[src/rtl/alu_op_issuer_pkg.sv]
// Shared definitions for the ALU issue path: select codes, MIPS opcode/funct values and FSM states.
// The ALU imports the same package so both sides agree on sel encoding.
package alu_op_issuer_pkg;

   localparam logic [3:0] SEL_AND  = 4'b0000;
   localparam logic [3:0] SEL_OR   = 4'b0001;
   localparam logic [3:0] SEL_ADD  = 4'b0010;
   localparam logic [3:0] SEL_NOR  = 4'b0100;
   localparam logic [3:0] SEL_MUL  = 4'b0101;
   localparam logic [3:0] SEL_SUB  = 4'b0110;
   localparam logic [3:0] SEL_XOR  = 4'b0111;
   localparam logic [3:0] SEL_DIV  = 4'b1000;
   localparam logic [3:0] SEL_SLT  = 4'b1001;
   localparam logic [3:0] SEL_ZERO = 4'b1101;

   localparam logic [5:0] OP_RTYPE = 6'b000000;
   localparam logic [5:0] OP_ADDI  = 6'b001000;
   localparam logic [5:0] OP_SLTI  = 6'b001010;
   localparam logic [5:0] OP_LW    = 6'b100011;
   localparam logic [5:0] OP_SW    = 6'b101011;
   localparam logic [5:0] OP_ANDI  = 6'b001100;
   localparam logic [5:0] OP_ORI   = 6'b001101;
   localparam logic [5:0] OP_XORI  = 6'b001110;
   localparam logic [5:0] OP_BEQ   = 6'b000100;

   localparam logic [5:0] FN_AND = 6'b100100;
   localparam logic [5:0] FN_OR  = 6'b100101;
   localparam logic [5:0] FN_ADD = 6'b100000;
   localparam logic [5:0] FN_NOR = 6'b100111;
   localparam logic [5:0] FN_MUL = 6'b011000;
   localparam logic [5:0] FN_SUB = 6'b100010;
   localparam logic [5:0] FN_XOR = 6'b100110;
   localparam logic [5:0] FN_DIV = 6'b011010;
   localparam logic [5:0] FN_SLT = 6'b101010;

   typedef enum logic [1:0] {
      ST_IDLE = 2'd0,
      ST_EXEC = 2'd1,
      ST_DONE = 2'd2
   } state_e;

endpackage

[src/rtl/alu_op_decode.sv]
// Combinational decode of opcode/funct into ALU select, b operand and op class.
// Anything not listed in the decode table is flagged illegal.
module alu_op_decode
   import alu_op_issuer_pkg::*;
#(
   parameter int W = 32
) (
   input  logic [5:0]   opcode,
   input  logic [5:0]   funct,
   input  logic [W-1:0] op_b,
   input  logic [15:0]  imm,
   output logic [3:0]   sel,
   output logic [W-1:0] b_operand,
   output logic         is_muldiv,
   output logic         illegal
);

   logic [W-1:0] imm_sext;
   logic [W-1:0] imm_zext;

   assign imm_sext = {{(W-16){imm[15]}}, imm};
   assign imm_zext = {{(W-16){1'b0}}, imm};

   always_comb begin
      sel       = SEL_ZERO;
      b_operand = op_b;
      illegal   = 1'b0;
      case (opcode)
         OP_RTYPE: begin
            case (funct)
               FN_AND:  sel = SEL_AND;
               FN_OR:   sel = SEL_OR;
               FN_ADD:  sel = SEL_ADD;
               FN_NOR:  sel = SEL_NOR;
               FN_MUL:  sel = SEL_MUL;
               FN_SUB:  sel = SEL_SUB;
               FN_XOR:  sel = SEL_XOR;
               FN_DIV:  sel = SEL_DIV;
               FN_SLT:  sel = SEL_SLT;
               default: illegal = 1'b1;
            endcase
         end
         OP_ADDI, OP_LW, OP_SW: begin
            sel       = SEL_ADD;
            b_operand = imm_sext;
         end
         OP_SLTI: begin
            sel       = SEL_SLT;
            b_operand = imm_sext;
         end
         OP_ANDI: begin
            sel       = SEL_AND;
            b_operand = imm_zext;
         end
         OP_ORI: begin
            sel       = SEL_OR;
            b_operand = imm_zext;
         end
         OP_XORI: begin
            sel       = SEL_XOR;
            b_operand = imm_zext;
         end
         OP_BEQ:  sel = SEL_SUB;
         default: illegal = 1'b1;
      endcase
   end

   assign is_muldiv = (sel == SEL_MUL) || (sel == SEL_DIV);

endmodule

[src/rtl/alu_op_issuer.sv]
// Issues one decoded request to the combinational ALU, waits its settle latency,
// and returns the captured result over a valid/ready port.
//
// state   | meaning
// IDLE    | in_ready=1, waiting for a request; ALU driven with ZERO
// EXEC    | ALU inputs held, down-counter running until terminal count 1
// DONE    | result (or error) presented, waiting for out_ready
module alu_op_issuer
   import alu_op_issuer_pkg::*;
#(
   parameter int W          = 32,
   parameter int ALU_LAT    = 1,
   parameter int MULDIV_LAT = 4
) (
   input  logic         clk,
   input  logic         rst_n,
   input  logic         in_valid,
   output logic         in_ready,
   input  logic [5:0]   opcode,
   input  logic [5:0]   funct,
   input  logic [W-1:0] op_a,
   input  logic [W-1:0] op_b,
   input  logic [15:0]  imm,
   output logic [W-1:0] alu_a,
   output logic [W-1:0] alu_b,
   output logic [3:0]   alu_sel,
   input  logic [W-1:0] alu_res,
   input  logic         alu_zf,
   output logic         out_valid,
   input  logic         out_ready,
   output logic [W-1:0] out_res,
   output logic         out_zf,
   output logic         out_err
);

   localparam int LAT_MAX = (ALU_LAT > MULDIV_LAT) ? ALU_LAT : MULDIV_LAT;
   localparam int CNT_W   = $clog2(LAT_MAX) + 1;

   state_e             state_q, state_d;
   logic [CNT_W-1:0]   cnt_q, cnt_d;
   logic [W-1:0]       alu_a_q, alu_a_d;
   logic [W-1:0]       alu_b_q, alu_b_d;
   logic [3:0]         alu_sel_q, alu_sel_d;
   logic [W-1:0]       out_res_q, out_res_d;
   logic               out_zf_q, out_zf_d;
   logic               out_err_q, out_err_d;

   logic [3:0]         dec_sel;
   logic [W-1:0]       dec_b;
   logic               dec_muldiv;
   logic               dec_illegal;
   logic               reject;

   alu_op_decode #(.W(W)) u_decode (
      .opcode    (opcode),
      .funct     (funct),
      .op_b      (op_b),
      .imm       (imm),
      .sel       (dec_sel),
      .b_operand (dec_b),
      .is_muldiv (dec_muldiv),
      .illegal   (dec_illegal)
   );

   // Divide-by-zero never reaches the ALU; it is answered directly as an error.
   assign reject = dec_illegal || ((dec_sel == SEL_DIV) && (dec_b == '0));

   always_comb begin
      state_d   = state_q;
      cnt_d     = cnt_q;
      alu_a_d   = alu_a_q;
      alu_b_d   = alu_b_q;
      alu_sel_d = alu_sel_q;
      out_res_d = out_res_q;
      out_zf_d  = out_zf_q;
      out_err_d = out_err_q;
      case (state_q)
         ST_IDLE: begin
            if (in_valid) begin
               if (reject) begin
                  out_err_d = 1'b1;
                  out_res_d = '0;
                  out_zf_d  = 1'b1;
                  state_d   = ST_DONE;
               end else begin
                  alu_a_d   = op_a;
                  alu_b_d   = dec_b;
                  alu_sel_d = dec_sel;
                  cnt_d     = dec_muldiv ? CNT_W'(MULDIV_LAT) : CNT_W'(ALU_LAT);
                  state_d   = ST_EXEC;
               end
            end
         end
         ST_EXEC: begin
            cnt_d = cnt_q - CNT_W'(1);
            if (cnt_q == CNT_W'(1)) begin
               out_res_d = alu_res;
               out_zf_d  = alu_zf;
               out_err_d = 1'b0;
               state_d   = ST_DONE;
            end
         end
         ST_DONE: begin
            if (out_ready) begin
               alu_sel_d = SEL_ZERO;
               alu_a_d   = '0;
               alu_b_d   = '0;
               state_d   = ST_IDLE;
            end
         end
         default: state_d = ST_IDLE;
      endcase
   end

   always_ff @(posedge clk or negedge rst_n) begin
      if (!rst_n) begin
         state_q   <= ST_IDLE;
         cnt_q     <= '0;
         alu_a_q   <= '0;
         alu_b_q   <= '0;
         alu_sel_q <= SEL_ZERO;
         out_res_q <= '0;
         out_zf_q  <= 1'b0;
         out_err_q <= 1'b0;
      end else begin
         state_q   <= state_d;
         cnt_q     <= cnt_d;
         alu_a_q   <= alu_a_d;
         alu_b_q   <= alu_b_d;
         alu_sel_q <= alu_sel_d;
         out_res_q <= out_res_d;
         out_zf_q  <= out_zf_d;
         out_err_q <= out_err_d;
      end
   end

   assign in_ready  = (state_q == ST_IDLE);
   assign out_valid = (state_q == ST_DONE);
   assign alu_a     = alu_a_q;
   assign alu_b     = alu_b_q;
   assign alu_sel   = alu_sel_q;
   assign out_res   = out_res_q;
   assign out_zf    = out_zf_q;
   assign out_err   = out_err_q;

endmodule

[config.mk]
export PLATFORM = sky130hd
export DESIGN_NAME = alu_op_issuer
export DESIGN_NICKNAME = d
export VERILOG_FILES = /design/src/rtl/alu_op_issuer_pkg.sv /design/src/rtl/alu_op_decode.sv /design/src/rtl/alu_op_issuer.sv
export SDC_FILE = /design/constraint.sdc
export NUM_CORES = 1
export LEC_CHECK = 0
export ABC_AREA = 1
export CORE_ASPECT_RATIO = 1.1
export CORE_MARGIN = 2
export CORE_UTILIZATION = 39
export DETAILED_ROUTE_END_ITERATION = 10
export GPL_TIMING_DRIVEN = 0
export PLACE_DENSITY = 0.78
export SLEW_MARGIN = 10
export SYNTH_ARGS = -nofsm -noshare
export SYNTH_HDL_FRONTEND = slang
export SYNTH_SLANG_ARGS = --single-unit
[constraint.sdc]
create_clock -name clk -period 1.85 [get_ports clk]
set_input_delay 0.4625 -clock clk [delete_from_list [all_inputs] [get_ports clk]]
set_output_delay 0.4625 -clock clk [all_outputs]
set_load 0.01 [all_outputs]
==> results of run 1 <==
-- state kept, by name (all words and copies together), names as in the netlist --
signal / count
alu_a: 32
alu_b: 32
alu_sel: 4
cnt_q: 3
out_err: 1
out_res: 32
out_zf: 1
state_q: 2
-- layout by cell type (no fill, tap or decap), drive strengths merged, types with 2 or more instances in the layout --
| cell | instances |
|---|---|
| a21oi | 2 |
| buf | 59 |
| bufinv | 2 |
| clkbuf | 27 |
| clkdlybuf4s50 | 214 |
| clkinv | 2 |
| dfrtp | 104 |
| dfstp | 3 |
| dlygate4sd2 | 11 |
| ha | 2 |
| inv | 55 |
| nand2 | 326 |
| nand3 | 78 |
| nand3b | 7 |
| nand4 | 4 |
| nor2 | 39 |
| nor3 | 2 |
| o21ai | 30 |
| or2 | 3 |
-- synth_stat cells (2+ instances only) --
| master | number |
|---|---|
| dfstp_2 | 3 |
| a21oi_1 | 2 |
| nor2_1 | 36 |
| o21ai_0 | 29 |
| buf_2 | 10 |
| nor3_1 | 2 |
| nand2_2 | 33 |
| buf_12 | 3 |
| nand3b_1 | 7 |
| clkbuf_1 | 11 |
| nand4_1 | 4 |
| inv_2 | 4 |
| buf_4 | 3 |
| inv_1 | 50 |
| dfrtp_1 | 104 |
| or2_2 | 3 |
| nand3_2 | 4 |
| buf_6 | 4 |
| nand3_1 | 74 |
| ha_1 | 2 |
| nand2_1 | 292 |
-- timing repair --
item,in CTS,in global routing
hold buffers,0,0
setup buffers,19,3
gates resized for setup,165,125
cloned,10,4
pin swaps,43,29
endpoints found under the setup margin,112,107
-- power by group --
part           internal [uW]  switching, uW  total [uW]  leakage, uW
Sequential              2910            414        3330      0.00145
Combinational           2380           2170        4550      0.00314
Clock                   1230            857        2090     0.000156
Total                   6520           3450        9960      0.00475
-- layer usage --
metal	routed length (um)	share of wire, %	up-vias	global-route usage (%)
met2	9652	52	168	42.31
met1	7377	40	2676	29.56
met3	944	5.1	32	3.201
li1	-	-	2721	-
met4	458	2.5	0	8.754
met5	0	0	-	0
-- layout make-up --
class	count	area (um2)
fillers	1014	3802
plain buffers	31	389.1
clock inverters	5	85.08
flip-flops and latches	107	2681
inverters	55	220.2
repair buffers	269	2765
well taps	184	230.2
multi-input cells	498	2907
clock buffers	11	242.7
-- how the worst max path moves through the flow --
stage / startpoint / to / cells past startpoint
5_1_grt: opcode[4] / alu_a[17] / 20
6_report: opcode[4] / alu_a[17] / 20
3_5_place_dp: opcode[1] / alu_a[0] / 19
2_1_floorplan: opcode[4] / alu_a[18] / 17
4_1_cts: opcode[5] / alu_a[9] / 19
3_3_place_gp: rst_n / alu_b[6] / 1
-- cells by family (layout without fill, tap and decap cells) --
family | Yosys count | count (layout) | share of synthesized area (%)
fa+ha+maj | 2 | 2 | 0.4673
xor+xnor | 1 | 1 | 0.1636
flops | 107 | 107 | 50.08
buf+inv | 87 | 371 | 8.226
simple gates | 459 | 459 | 37.42
compound gates | 36 | 36 | 3.646
-- worst max-delay path, stage by stage --
cell	delay [ps]
buf_8	100
nor2_4	210
nand3_2	120
nand4_1	150
buf_6	140
buf_8	140
nand2_1	70
nand2_2	90
nand2_1	50
nor2_1	90
nand2_1	80
nor2_2	120
nand3_4	100
nand2_4	100
nand2_4	80
nand2_8	110
buf_12	160
clkbuf_16	160
nand2_2	50
nand2_1	60
-- stage by stage --
| stage | hold WS, ps | power (uW) |
|---|---|---|
| 6_report | 16.03 | 9964 |
| 5_1_grt | 34.72 | 10500 |
| 4_1_cts | 17.55 | 9373 |
| 3_5_place_dp | 386.8 | 6893 |
| 3_3_place_gp | 461.7 | 6819 |
| 2_1_floorplan | 166.9 | 5019 |
==> impl_metrics.toml, run 1 <==
[run]
maxCapViolCount = 0

[sta]
setup_violations = 107
timing.fmax_ghz = 0.4166
max_slew_margin_pct = 59.32
drv_slew = 0
finClkSkew_ps = 8.198
finalSetupTns_ps = -48820
finalCriticalPeriod_ps = 2401
hold_viol = 0
worst_pin_slew_ps = 603.8
fin_ws_ps = -550.5
fin_crit_sh_pct = 129.8
grt_setup_unrepaired = "true"

[clocking]
numCtsBuffers = 9
clock_latency_ps = 340
cts_tree = "done"
clockBufferDepth = 2
cts_root_buf = "clkbuf_16"
cts-htree-levels = 3
cts_sinks = 107
clk_pin_slew_ps = 70

[route]
drt-wirelength-per-cell_um = 15.89
drtAntennaViolNets = 0
wl_um = 18430
dr.pass1.iters = 4
drtIter0Drc = 291
vias = 5597
vias_per_cell = 4.825
drcViolationCount = 0

[critical_path]
crit_path_end_kind = "flip-flop"
r2r-start = "state_q[1]"
path_class = "in -> reg"
reg2reg_setup_slack_ps = -280
worstPathMaxFanout = 6
cp.arrival_ps = 2670
rr_worst_depth = 10
crit_required_ps = 2120
start_kind = "primary input"
r2r_end = "out_res[11]"

[global_route]
grt_usage_pct = 23.91
grt_pass1_vias = 5456
grt_first_pass_wirelength_um = 27680
grt_max_degree = 71
grt_antenna_before_repair = 0
globalRouteOverflowTotal = 0

[logic_synthesis]
ys_warn_count = 0
synthCells = 692
syn_nets = 823
synth.distinct_cells = 33
yosysTopAreaCell = "dfrtp_1"
async_flop_share_pct = 100.0
synth.top_cell.area_share_pct = 48.61
synth-seq-cells = 107
ys.flop_type = "dfrtp_1"
syn_area_per_cell_um2 = 7.737
ys_seq_area_share_pct = 50.08
syn_area_um2 = 5354
yosys-top-cells-area = "dfrtp_1, nand2_1, nand3_1"
synth_edf_count = 0

[floorplanning]
dieArea_um2 = 14680
die_h_um = 126.9
core_um2 = 13320
rows = 44
start_util_pct = 40.19
ioPinCount = 233
die_width_um = 115.7

[min_path]
min_path_type = "in -> async"

[place]
routabilityCongestion = 0.8342
dp_slack_ps = -1582
placed_area_um2 = 8034
io_buffers = 232
placed_cells = 1109
dp_hpwl_um = 12170

[layout]
layoutNonFillerInstCount = 1160
num-nets-final = 1102
final_core_util_pct = 71.46
final_layout_size_suffix_gt1_share_pct = 29.30
synthToLayoutAreaGrowth_pct = 77.82
final_area_um2 = 9520
num_antenna_cells = 0

[run_status]
status = "finished with violations"
violations = "setup timing"

[pwr]
peakVddDrop_v = 0.0005531
leakagePower_uw = 0.004746
p_per_area_nw_per_um2 = 1047
Note: power is estimated with default switching activity, not from simulation.
==> run 2, diff against run 1 <==
ABC_CLOCK_PERIOD_IN_PS = 1850   (was default)
CORE_ASPECT_RATIO = 2   (was 1.1)
SKIP_LAST_GASP = 1   (was default)
==> impl_metrics.toml, run 2 (same netlist as run 1, synthesis figures left out) <==
[run_status]
status = "finished with violations"
violations = "setup timing"

[route]
met3_wirelength_um = 743
drtAntennaViolNets = 0
drt-wirelength-per-cell_um = 16.41
drtIter0Drc = 162
dr.pass1.iters = 6
drcViolationCount = 0
met2_length_um = 10420
vias = 5625
vias_per_cell = 4.982
highest_layer = "met4"
met1Wirelength_um = 6355
wl_um = 18530

[critical_path]
critPathCapture = "alu_b[20]"
crit_chain = "buf_8 -> nor2_4 -> nand3_4 -> nand4_1 -> buf_6 -> buf_8 -> nand2_2 -> o21ai_2 -> nand2_2 -> nor2_4 -> nand2_1 -> nor2_2 -> nand3_2 -> nand4_1 -> inv_2 -> buf_6 -> clkbuf_16 -> nand2_4 -> nand2_2"
critPathLaunch = "opcode[4]"
worstSetupPathDepth = 19
crit_path_end_kind = "flip-flop"
cp.arrival_ps = 2670
r2r-start = "cnt_q[1]"
crit_buf_inv = 6
start_kind = "primary input"
rr_worst_depth = 11
worstPathMaxFanout = 5
reg2reg_setup_slack_ps = -260
r2r_end = "out_res[10]"
crit_required_ps = 2080
critical_path.most_common_cell = "nand2_2"
path_class = "in -> reg"
critPathSlowestCell = "nor2_4"
max_stage_delay_ps = 200
cp_top_family = "simple AND/OR/NAND/NOR gates"

[sta]
worst_pin_slew_ps = 522.1
fin_crit_sh_pct = 131.8
drv_slew = 0
grt_setup_unrepaired = "true"
max_slew_margin_pct = 65.19
timing.fmax_ghz = 0.4102
fin_ws_ps = -587.9
whs_ps = 66.48
finClkSkew_ps = 10.45
hold_viol = 0
setup_violations = 108
finalCriticalPeriod_ps = 2438

[floorplanning]
start_util_pct = 39.84
rows = 60
core_um2 = 13440
dieArea_um2 = 14740
ioPinCount = 233
die_h_um = 169.7
die_width_um = 86.85

[clocking]
cts-htree-levels = 3
clock_latency_ps = 340
cts_sinks = 107
cts_root_buf = "clkbuf_16"
cts_tree = "done"
clockBufferDepth = 2
hold_buffers = 0
clk_pin_slew_ps = 80
numCtsBuffers = 9

[layout]
final_cell_mix = "clkdlybuf4s50_1, nand2_1, dfrtp_1"
multi_input_area_um2 = 2974
final_layout_size_suffix_gt1_share_pct = 31.01
num_antenna_cells = 0
fillers = 993
synthToLayoutAreaGrowth_pct = 77.85
final_common_cell = "clkdlybuf4s50_1"
num-nets-final = 1100
final_area_um2 = 9522
regArea_um2 = 2681
final_core_util_pct = 70.86

[pwr]
peakVddDrop_v = 0.0006121
p_per_area_nw_per_um2 = 1032
leakagePower_uw = 0.004784
p_total_uw = 9824

[global_route]
grt_antenna_before_repair = 0
grt_max_degree = 56
grt_pass1_vias = 5620
grt_usage_pct = 24.03
grt_first_pass_wirelength_um = 27500
globalRouteOverflowTotal = 0

[place]
io_buffers = 232
placed_area_um2 = 7998
routabilityCongestion = 0.8670
dp_hpwl_um = 12880
dp_slack_ps = -1528

[run]
maxCapViolCount = 0

[min_path]
min_path_type = "in -> async"
==> run 2: changes by cell type in the layout (fill, tap and decap cells not counted), sizes merged <==
cell	before	now
buf	59	60
bufinv	2	0
clkbuf	27	23
clkdlybuf4s50	214	215
dlygate4sd2	11	9
dlymetal6s2s	0	1
inv	55	58
==> run 2: routing by layer <==
| layer | vias to the layer above | global-route usage, % |
|---|---|---|
| met5 | - | 0 |
| met4 | 0 | 11.82 |
| met3 | 63 | 3.891 |
| met2 | 218 | 45.67 |
| met1 | 2632 | 24.27 |
| li1 | 2712 | - |
==> run 2: area by class of cell <==
class                      count  area share, %
inverter                      55          2.300
sequential                   107          28.16
timing repair buffer         266          28.94
clock inverter                 6         0.4993
buffer                        32          4.428
tap                          155          2.037
multi-input combinational    498          31.24
clock buffer                  10          2.405
==> run 2: timing repair <==
| action | CTS | global route |
|---|---|---|
| gates resized for setup | 188 | 134 |
| gates cloned | 10 | 2 |
| buffers inserted | 19 | 4 |
| pin swaps | 54 | 51 |
| setup endpoints to repair | 112 | 109 |
==> run 2: worst min-delay path by stage <==
stage               startpoint         to  slack (ps)
floorplan                rst_n   alu_a[0]         170
CTS                      rst_n  alu_b[28]          80
detailed placement       rst_n  alu_b[28]         460
global placement     alu_a[29]  alu_a[29]         460
global route             rst_n  alu_b[23]         110
finish                   rst_n  alu_b[28]          70
==> run 2: through the flow <==
step | setup TNS [ps] | std cells
4_1_cts | -44890 | 1124
2_1_floorplan | -31700 | 692
6_report | -53880 | 1129
5_1_grt | -68390 | 1129
3_3_place_gp | -558840 | 1079
3_5_place_dp | -151270 | 1080
==> run 2: power by group <==
| part | switching, uW | leakage (uW) | internal [uW] |
|---|---|---|---|
| registers | 398 | 0.00145 | 2910 |
| clock network | 909 | 0.000134 | 931 |
| logic | 2250 | 0.00320 | 2430 |
==> run 3, diff against run 2 <==
ABC_CLOCK_PERIOD_IN_PS = 2250   (was 1850)
CORE_UTILIZATION = 43   (was 39)
PLACE_DENSITY = 0.82   (was 0.78)
clock period = 2.25 ns   (was 1.85 ns; I/O delays follow)
==> impl_metrics.toml, run 3 (same netlist as run 1, synthesis figures left out) <==
[critical_path]
worstPathMaxFanout = 7
crit_path_end_kind = "flip-flop"
cp.arrival_ps = 2860
start_kind = "primary input"
path_class = "in -> reg"
crit_required_ps = 2540

[sta]
hold_viol = 0
finClkSkew_ps = 11.98
max_slew_margin_pct = 61.09
worst_pin_slew_ps = 577.6
grt_setup_unrepaired = "true"
setup_violations = 107
timing.fmax_ghz = 0.3891
fin_ws_ps = -320.0
fin_crit_sh_pct = 114.2
whs_ps = 43.66
finalCriticalPeriod_ps = 2570
drv_slew = 0

[route]
vias_per_cell = 5.078
drcViolationCount = 0
wl_um = 19210
drtIter0Drc = 268
dr.pass1.iters = 6
vias = 5759
drt-wirelength-per-cell_um = 16.94
drtAntennaViolNets = 0

[clocking]
clock_latency_ps = 350
cts-htree-levels = 3
hold_buffers = 0
cts_sinks = 107
numCtsBuffers = 9
clk_pin_slew_ps = 80
cts_root_buf = "clkbuf_16"
clockBufferDepth = 2
cts_tree = "done"

[layout]
num-nets-final = 1113
num_antenna_cells = 0
layoutNonFillerInstCount = 1134
final_cell_mix = "nand2_1, clkdlybuf4s50_1, dfrtp_1"
final_layout_size_suffix_gt1_share_pct = 28.88
fillers = 792
synthToLayoutAreaGrowth_pct = 77.87

[pwr]
p_total_uw = 8444
leakagePower_uw = 0.004749
peakVddDrop_v = 0.0005962
p_per_area_nw_per_um2 = 886.7

[run_status]
status = "finished with violations"
violations = "setup timing"

[floorplanning]
ioPinCount = 233
die_width_um = 82.90
start_util_pct = 44.16
core_um2 = 12120
dieArea_um2 = 13410
rows = 57
die_h_um = 161.8

[place]
routabilityCongestion = 0.8510
dp_slack_ps = -1203
io_buffers = 232
dp_hpwl_um = 12870
placed_cells = 1072

[min_path]
min_path_type = "in -> async"

[global_route]
globalRouteOverflowTotal = 0
grt_usage_pct = 25.48
grt_pass1_vias = 5639
grt_first_pass_wirelength_um = 27430
grt_max_degree = 90
grt_antenna_before_repair = 0

[run]
maxCapViolCount = 0
run 3: cell count changes in the layout (fill, tap and decap cells not counted), sizes merged:
cell | previous run | this run
nand3 | 78 | 79
clkbuf | 23 | 26
inv | 58 | 56
buf | 60 | 69
dlygate4sd2 | 9 | 5
clkinv | 2 | 4
clkdlybuf4s50 | 215 | 219
run 3: timing repair:
| action | in CTS | in global routing |
|---|---|---|
| setup buffers | 19 | 15 |
| setup endpoints to repair | 109 | 108 |
| gates cloned | 5 | 9 |
| pin swaps | 21 | 63 |
| gates resized for setup | 129 | 162 |
run 3: critical path, cell delays in order:
cell and delay [ps]:
buf_8 100, nor2_4 200, nand3_4 100, nand4_1 160, buf_6 150, buf_12 130
buf_6 100, nand2_4 40, nand2_2 60, nand2_2 60, nor2_2 110, nand2_2 90
nor2_4 120, nand3_4 100, nand2_4 120, nand2_4 80, nand2_8 90, buf_12 160
clkbuf_16 150, nand2_1 70, nand2_1 70
run 3: through the flow:
| stage | setup TNS (ps) | util, % | instance area, um2 |
|---|---|---|---|
| final | -26080 | 78.54 | 9523 |
| after global placement | -486490 | 65.60 | 7954 |
| after CTS | -16650 | 71.65 | 8687 |
| after global routing | -38900 | 78.54 | 9523 |
| after floorplan | -2210 | - | 5448 |
| after detailed placement | -117100 | 65.84 | 7983 |
run 3: power by group:
group / switching (uW) / internal, uW
logic: 1940 / 2260
clock network: 744 / 767
registers: 344 / 2390
run 3: cell type report:
class | count | area [um2] | area share [%]
plain buffers | 30 | 341.6 | 3.587
clock buffers | 10 | 229.0 | 2.404
clock inverters | 6 | 50.05 | 0.5256
inverters | 55 | 224.0 | 2.352
multi-input cells | 499 | 2884 | 30.29
flip-flops and latches | 107 | 2681 | 28.16
well taps | 147 | 183.9 | 1.931
repair buffers | 280 | 2929 | 30.76
run 3: per-layer routing:
metal / global-route usage, % / wire length [um] / vias up
li1: - / - / 2751
met1: 26.04 / 6559 / 2723
met2: 47.95 / 10810 / 216
met3: 4.268 / 736 / 69
met4: 14.68 / 1104 / 0
met5: 0 / 0 / -
run 3: path summary, 6_finish.rpt:
path                       cells after the start  slack (ps)          to       start
min in group clk                               2         480  alu_sel[2]  alu_sel[2]
setup / recovery                              21        -320   alu_a[19]   opcode[4]
hold reg to reg                                2         480  alu_sel[2]  alu_sel[2]
max in group asynchronous                      2        1470  alu_sel[3]       rst_n
hold / removal                                 1          40    alu_a[3]       rst_n
setup reg to reg                              10         -70  out_res[7]  state_q[1]
==> patch (config.mk and constraints of run 3) <==
Change the parameter `MULDIV_LAT` from 4 to 2.
--- a/src/rtl/alu_op_issuer.sv
+++ b/src/rtl/alu_op_issuer.sv
@@ -11,5 +11,5 @@
    parameter int W          = 32,
    parameter int ALU_LAT    = 1,
-   parameter int MULDIV_LAT = 4
+   parameter int MULDIV_LAT = 2
 ) (
    input  logic         clk,
Check against the original RTL: not equivalent (a bounded check fails within 4 cycles, from zero or initial values and one cycle with rst_n low).
==> patch against run 3 <==
The flow still finishes with violations (setup timing); synthesized area rose by 5.0%; final area grew 0.92%; largest power group unchanged; total power is 37% higher; sequential cell count decreased by 1; routed wire length rose by 5.6%; clock skew decreased by 4.3 ps; cell count grew 9.8%; sequential share of layout area fell by 0.52 points; global-route usage rose by 1.7 points; via count increased by 10%; setup slack got worse by 25 ps.
==> patch: results (changes against run 3) <==
- Multi-input combinational area share: 0.308 (+0.00466)
- R2R setup slack: -110 ps (-40 ps)
- Placer's final routability congestion estimate: 0.916 (+7.6%)
- Leak pwr: 4.84 nW (+2.0%)
- Layout Cells excl Fill: 1245 (+9.8%)
- Sequential cells: 106 (-0.93%)
- GR met3 Demand/Resource: 0.0414 (-0.00133)
- Internal Power: 6.91 mW (+27%)
- Mapped Nets: 931 (+13%)
- WL met1: 6800 um (+3.6%)
- Non-clock buffers: 318 (+2.6%)
- DPL Wire Length: 14100 um (+9.8%)
- Ranking of synthesized cells by area: dfrtp_1, nand2_1, nand3_1, inv_1, nor2_1
- Fill cell count: 937 (+18%)
- Clk tree area frac: 0.0325 (+0.00325)
- DR WL met2: 11100 um (+2.9%)
- Switch share: 0.405 (+0.0465)
- Clk power: 1.65 mW (+9%)
- Pin count of the biggest net entering global routing: 61 (-32%)
- Hold slack final: 141 ps (+97.6 ps)
- Initial antenna violation count: 1 (+1)
- Inverters: 89 (+62%)
- Sequential share of cell area: 0.276 (-0.00517)
- Peak VDD IR: 0.000856 V (+44%)
- Failing checks: setup timing
- Status: complete, but fails checks
- Commonest cells post-synth: nand2_1, nand3_1, dfrtp_1
- # setup viols final: 107 (unchanged)
- Via count: 6343 (+10%)
- Met1 Usage GRT: 0.274 (+0.0135)
- First-pass GRT wire length: 30400 um (+11%)
- Layout cell share with drive strength beyond 1: 0.206 (-0.0827)
- DP Area: 8270 um^2 (+3.5%)
- Fin worst setup slack: -345 ps (-25.3 ps)
- Worst Setup SP: opcode[1]
## patch: cell count changes after synthesis, moves of 3 or more
cell      change
nor2_1       +49
nand2_1       +5
or2_2         -3
nand3b_1      -7
inv_1        +38
a21oi_1      +20
clkbuf_1     +14
inv_2         -4
nand3_1      +56
buf_12        -3
nand2_2      -32
nand4_1       -3
o21ai_0      -19
## patch: worst max-delay path: cells and delay by family
| family | cells | cell delay (ps) |
|---|---|---|
| buffers and inverters | 5 | 630 |
| AND/OR/NAND/NOR | 14 | 1580 |
| AO/OA/AOI/OAI | 1 | 80 |
## patch: repair_timing
action | in CTS | in global routing
cloned | 5 | 4
buffers inserted | 27 | 8
hold buffers | 0 | 0
resized for setup | 134 | 103
pin swaps | 32 | 35
setup endpoints to repair | 107 | 107
## patch: cell families after synthesis
kind of cell,synth area share
AOI/OAI and AO/OA,0.0325
DFF,0.473
buffers and inverters,0.0984
and+or+nand+nor,0.394
adders and majority gates,0.00223
